## src/rtl/yuv444_to_yuv422.sv

```systemverilog
//------------------------------------------------------------------------------
// Module   : yuv444_to_yuv422
// Purpose  : Packs a YUV444 pixel stream to YUV422 (Y + interleaved Cb/Cr) with
//            a fixed 2-cycle latency on all outputs. Define YUV422_CHROMA_AVG_EN
//            to average chroma across each pixel pair instead of decimating it.
// Revision : 1.0 - initial release
//------------------------------------------------------------------------------
`default_nettype none

module yuv444_to_yuv422 #(
   parameter int C_BPC = 8
) (
   input  logic             CLK_I,
   input  logic             RST_I,
   input  logic             DE_I,
   input  logic             HS_I,
   input  logic             VS_I,
   input  logic [C_BPC-1:0] Y_I,
   input  logic [C_BPC-1:0] U_I,
   input  logic [C_BPC-1:0] V_I,
   output logic             DE_O,
   output logic             HS_O,
   output logic             VS_O,
   output logic [C_BPC-1:0] Y_O,
   output logic [C_BPC-1:0] C_O,
   output logic             ODD_O
);

   // Phase of the next DE pixel; forced even whenever DE is low so a DE rise starts a line
   logic             r_phase;
   logic             r_s1_de;
   logic             r_s1_hs;
   logic             r_s1_vs;
   logic             r_s1_odd;
   logic [C_BPC-1:0] r_s1_y;
   logic [C_BPC-1:0] r_s1_u;
   logic [C_BPC-1:0] r_s1_v;
   logic [C_BPC-1:0] r_s2_v;
   logic [C_BPC-1:0] w_chroma;

`ifdef YUV422_CHROMA_AVG_EN
   logic [C_BPC:0] w_sum_u;
   logic [C_BPC:0] w_sum_v;

   // An even pixel's partner is the pixel at the input right now, present only while DE holds
   always_comb begin
      w_sum_u  = {1'b0, r_s1_u} + {1'b0, U_I}    + {{C_BPC{1'b0}}, 1'b1};
      w_sum_v  = {1'b0, r_s2_v} + {1'b0, r_s1_v} + {{C_BPC{1'b0}}, 1'b1};
      w_chroma = r_s1_u;
      if (r_s1_odd) begin
         w_chroma = w_sum_v[C_BPC:1];
      end else if (DE_I) begin
         w_chroma = w_sum_u[C_BPC:1];
      end
   end
`else
   always_comb begin
      w_chroma = r_s1_odd ? r_s2_v : r_s1_u;
   end
`endif

   always_ff @(posedge CLK_I) begin
      if (RST_I) begin
         r_phase  <= 1'b0;
         r_s1_de  <= 1'b0;
         r_s1_hs  <= 1'b0;
         r_s1_vs  <= 1'b0;
         r_s1_odd <= 1'b0;
         r_s1_y   <= '0;
         r_s1_u   <= '0;
         r_s1_v   <= '0;
         r_s2_v   <= '0;
         DE_O     <= 1'b0;
         HS_O     <= 1'b0;
         VS_O     <= 1'b0;
         Y_O      <= '0;
         C_O      <= '0;
         ODD_O    <= 1'b0;
      end else begin
         r_phase  <= DE_I ? ~r_phase : 1'b0;
         r_s1_de  <= DE_I;
         r_s1_hs  <= HS_I;
         r_s1_vs  <= VS_I;
         r_s1_odd <= DE_I & r_phase;
         r_s1_y   <= Y_I;
         r_s1_u   <= U_I;
         r_s1_v   <= V_I;
         r_s2_v   <= r_s1_v;
         DE_O     <= r_s1_de;
         HS_O     <= r_s1_hs;
         VS_O     <= r_s1_vs;
         Y_O      <= r_s1_de ? r_s1_y : '0;
         C_O      <= r_s1_de ? w_chroma : '0;
         ODD_O    <= r_s1_odd;
      end
   end

endmodule

`default_nettype wire

```

## config.mk

```make
export PLATFORM = sky130hd
export DESIGN_NAME = yuv444_to_yuv422
export DESIGN_NICKNAME = d
export VERILOG_FILES = /design/src/rtl/yuv444_to_yuv422.sv
export SDC_FILE = /design/constraint.sdc
export NUM_CORES = 1
export LEC_CHECK = 0
export CAP_MARGIN = 5
export CORE_MARGIN = 2
export CORE_UTILIZATION = 40
export DETAILED_ROUTE_END_ITERATION = 10
export PLACE_DENSITY = 0.78
export SYNTH_ARGS = -nofsm -noshare
export SYNTH_HDL_FRONTEND = slang
export SYNTH_SLANG_ARGS = --single-unit
```

## constraint.sdc

```tcl
create_clock -name CLK_I -period 0.8 [get_ports CLK_I]
set_input_delay 0.08 -clock CLK_I [delete_from_list [all_inputs] [get_ports CLK_I]]
set_output_delay 0.08 -clock CLK_I [all_outputs]
set_load 0.005 [all_outputs]
```

### After elaboration in Yosys (flattened, before gate mapping)

Index checks and enable logic that the tools add are counted.

* add/subtract/negate cells: 0
* multipliers: 0
* div/mod/pow operators: 0
* magnitude comparators: 0
* eq/ne operators: 0
* shift-type cells: 0
* multiplexer cells: 1
* bitwise logic cells: 4
* reduce and logical (&&, ||, !) cells: 2

Operators with widths (count)
* 8-bit 2-to-1 mux: 1
* 2-bit OR reduction: 2
* 1-bit inverter: 3
* 1-bit bitwise AND: 1

* register bits after elaboration: 57
* latch bits: 0
* bits in writable memories: 0
* memory bits (read-only): 0
* input port bits: 29
* output and inout bits: 20
* word-level logic and storage cells: 22
* memories: 0

### Logic depth before layout (Yosys ltp)

* depth in word-level cells: 2
* gate-level depth with buffers: 4
* gate-level depth less buffers: 3

### Least setup slack after synthesis

OpenSTA, ideal clock, no wires.

* path kind: register to register
* start: register r_s1_odd
* end: register C_O[0]
* library setup time: 0.114 ns
* arrival: 0.675 ns
* data required time: 0.686 ns
* slack: 0.011 ns
* cell stages (with the launch flop): 4
* path buffers: 1
* clock period less this slack: 0.789 ns
* cells stage by stage: dfxtp_1 > buf_4 > mux2i_1 > nor2_1

* cells in the longest elaborated chain, start to end: 1

Ends and longest elaborated chain
* from (decl): line 34 `logic r_s1_odd;`
* from (signal assigned): line 84 `r_s1_odd <= DE_I & r_phase;`
* 8-bit 2-to-1 mux: line 58 `w_chroma = r_s1_odd ? r_s2_v : r_s1_u;`
* to (signal assigned): line 93 `C_O <= r_s1_de ? w_chroma : '0;`
* to (decl): line 25 `output logic [C_BPC-1:0] C_O,`

Every way passes these cells.
A chain may end at the register's enable or synchronous reset.

### Final worst setup path

* start: register ODD_O
* end: output port ODD_O

RTL lines
* from (decl): line 26 `output logic ODD_O`
* from (signal assigned): line 94 `ODD_O <= r_s1_odd;`

No word-level cell between the ends.

==> impl_metrics.ini <==
[outcome]
status = complete, but fails checks
violations = setup timing

[timing]
slew_headroom_pct = 90.9
slew_viol_final = 0
setup_viol = 28
tightest_slew_ps = 133
rsz0062_at_grt = yes
clock.fmax_mhz = 1200
finClkSkew_ps = 2.29
fin_tns_setup_ps = -457
timing.final.ws_setup_ps = -33.6
timing_hold_violations_final = 0
finalCriticalPeriod_ps = 834
period_share_pct = 104

[critical_path]
cp-start-kind = flip-flop
cp.required_ps = 720
arrival_ps = 750
crit_path_max_fanout = 1
critPathTopFamily = flip-flops
path_class = reg -> out
cp.buffers_inverters = 1
path_cells = buf_2
slowest_delay_ps = 310
path_depth = 1
endpoint_kind = output pin
slowest_stage = dfxtp_2
r2r.worst_path.cells = 3

[global_routing]
busiest_layer = met2
grt_overflow = 0
grt_pass1_wl_um = 4110
antenna_found_initial = 0
grt_use_met1_pct = 14.0
grt_util_all_layers_pct = 13.3
grt_pass1_vias = 928
grt_max_degree = 26
grt_use_met3_pct = 5.76
met2_usage_pct = 20.5

[pwr]
power.switching_uw = 1210
leakage_uw = 0.000984
vdd_drop_max_v = 0.00115
pwr-share-clk_pct = 43.8
total_power_uw = 5880
power.density_nw_per_um2 = 2560
pwr-share-seq_pct = 50.7
p_int_uw = 4670
p_sw_share_pct = 20.5
power.share.combinational_pct = 5.5

[clocking]
cts_setup_buffers = 0
clk_pin_slew_ps = 60
cts_tree = built
clockBufferDepth = 2
cts.sinks = 57
cts_resized = 82
clockRootBuffer = clkbuf_8
cts_buffers = 9
worst_skew_pair.late_latency_ps = 330
ctsHoldBuffers = 0
cts.htree.levels = 3

[die]
dieWidth_um = 67.8
ios = 49
start_util_pct = 41.1
fp.dieH_um = 67.8
die_area_um2 = 4600
core_um2 = 3970
row_count = 23

[place]
dp_hpwl_um = 1950
gp_congestion = 0.755
io_buffers = 48

[synth]
yosys_warnings = 0
yosys-top-cells-count = dfxtp_1 (57), nor2b_1 (38), and2_1 (9)
synth_area_um2 = 1630
ys.flop_type = dfxtp_1
async_reset_ff_share_pct = 0
syn-num-nets = 158
synth.top_cell.area_share_pct = 70.0
synth.area.top_cells = dfxtp_1 (70%), nor2b_1 (15%), mux2i_1 (4.9%)
ys_ff_latch = 57
ys_seq_area_share_pct = 70.0
post_synth_num_cell_types = 11
yosysMostFrequentCell = dfxtp_1
syn_avg_cell_area_um2 = 12.6
netlist_instances = 129
synth-edff-count = 0
yosysTopAreaCell = dfxtp_1

[finish]
regArea_um2 = 1150
multi_input_area_um2 = 425
areaGrowthSynthToFinish_pct = 40.8
drive_gt1_share_pct = 26.0
n_antenna_cell = 0
nets = 216
fillerInstances = 338

[drt]
firstDrtPassIters = 4
drc = 0
wire_per_inst_um = 11.5
antenna_left = 0
num_vias = 980
routed_wl_um = 2780
via_per_inst = 4.05
drt_iter0_drc = 37

[min_path]
hold_path_class = in -> reg
hold_depth = 2

[run]
maxCapViolations = 0
[power groups by stage]
stage / Sequential (uW) / Combinational (uW) / Clock (uW)
2_1_floorplan: 3040 / 142 / 0
3_3_place_gp: 3040 / 328 / 0
3_5_place_dp: 3040 / 339 / 0
4_1_cts: 2980 / 322 / 2630
5_1_grt: 2990 / 352 / 2780
6_report: 2980 / 323 / 2570
[cells by family (layout without fill, tap and decap cells)]
logic type | after synthesis | after routing | synth area share (%)
buffers and inverters | 7 | 70 | 3.91
and+or+nand+nor | 57 | 57 | 21.2
DFF | 57 | 57 | 70.0
muxes | 8 | 8 | 4.91
[final timing paths]
check	startpoint	end	slack, ps
max	ODD_O	ODD_O	-30
min	RST_I	r_s1_de	170
max reg2reg	r_s1_odd	C_O[5]	-30
min reg2reg	r_phase	r_phase	410
[layout make-up]
cell class / count / area share, %
sequential: 57 / 50.1
clock buffer: 10 / 6.00
multi-input combinational: 65 / 18.5
tap: 50 / 2.73
timing repair buffer: 53 / 19.8
clock inverter: 6 / 2.51
inverter: 1 / 0.273
[registers in the layout (all words and copies together), names as in the netlist, 8 cells and up]
name,cells
r_s1_y,8
C_O,8
r_s1_u,8
r_s2_v,8
r_s1_v,8
Y_O,8
[per-stage QoR]
stage	instances	cell area [um^2]	utilization, %	hold slack (ps)	setup slack (ps)
floorplan	129	1630	-	208	10.6
CTS	242	2270	57.1	290	-47.6
detailed placement	226	2170	54.5	399	-311
global placement	226	2170	54.5	394	-275
finish	242	2290	57.8	174	-33.6
global route	242	2290	57.8	199	-98.1
[cells in the final DEF, fill, tap and decap left out, types with 4 or more instances in the layout]
| master | instances |
|---|---|
| dfxtp_2 | 7 |
| mux2i_1 | 8 |
| clkbuf_8 | 10 |
| buf_2 | 17 |
| buf_6 | 4 |
| dfxtp_1 | 50 |
| clkinv_2 | 4 |
| clkdlybuf4s50_1 | 27 |
| nor2b_1 | 38 |
| nor2_1 | 8 |
| and2_1 | 9 |
[routing by layer]
layer / vias to the layer above / wire length (um)
li1: 509 / -
met1: 421 / 1130
met2: 43 / 1290
met3: 7 / 257
met4: 0 / 100
met5: - / 0
(Power assumes the default switching activity.)
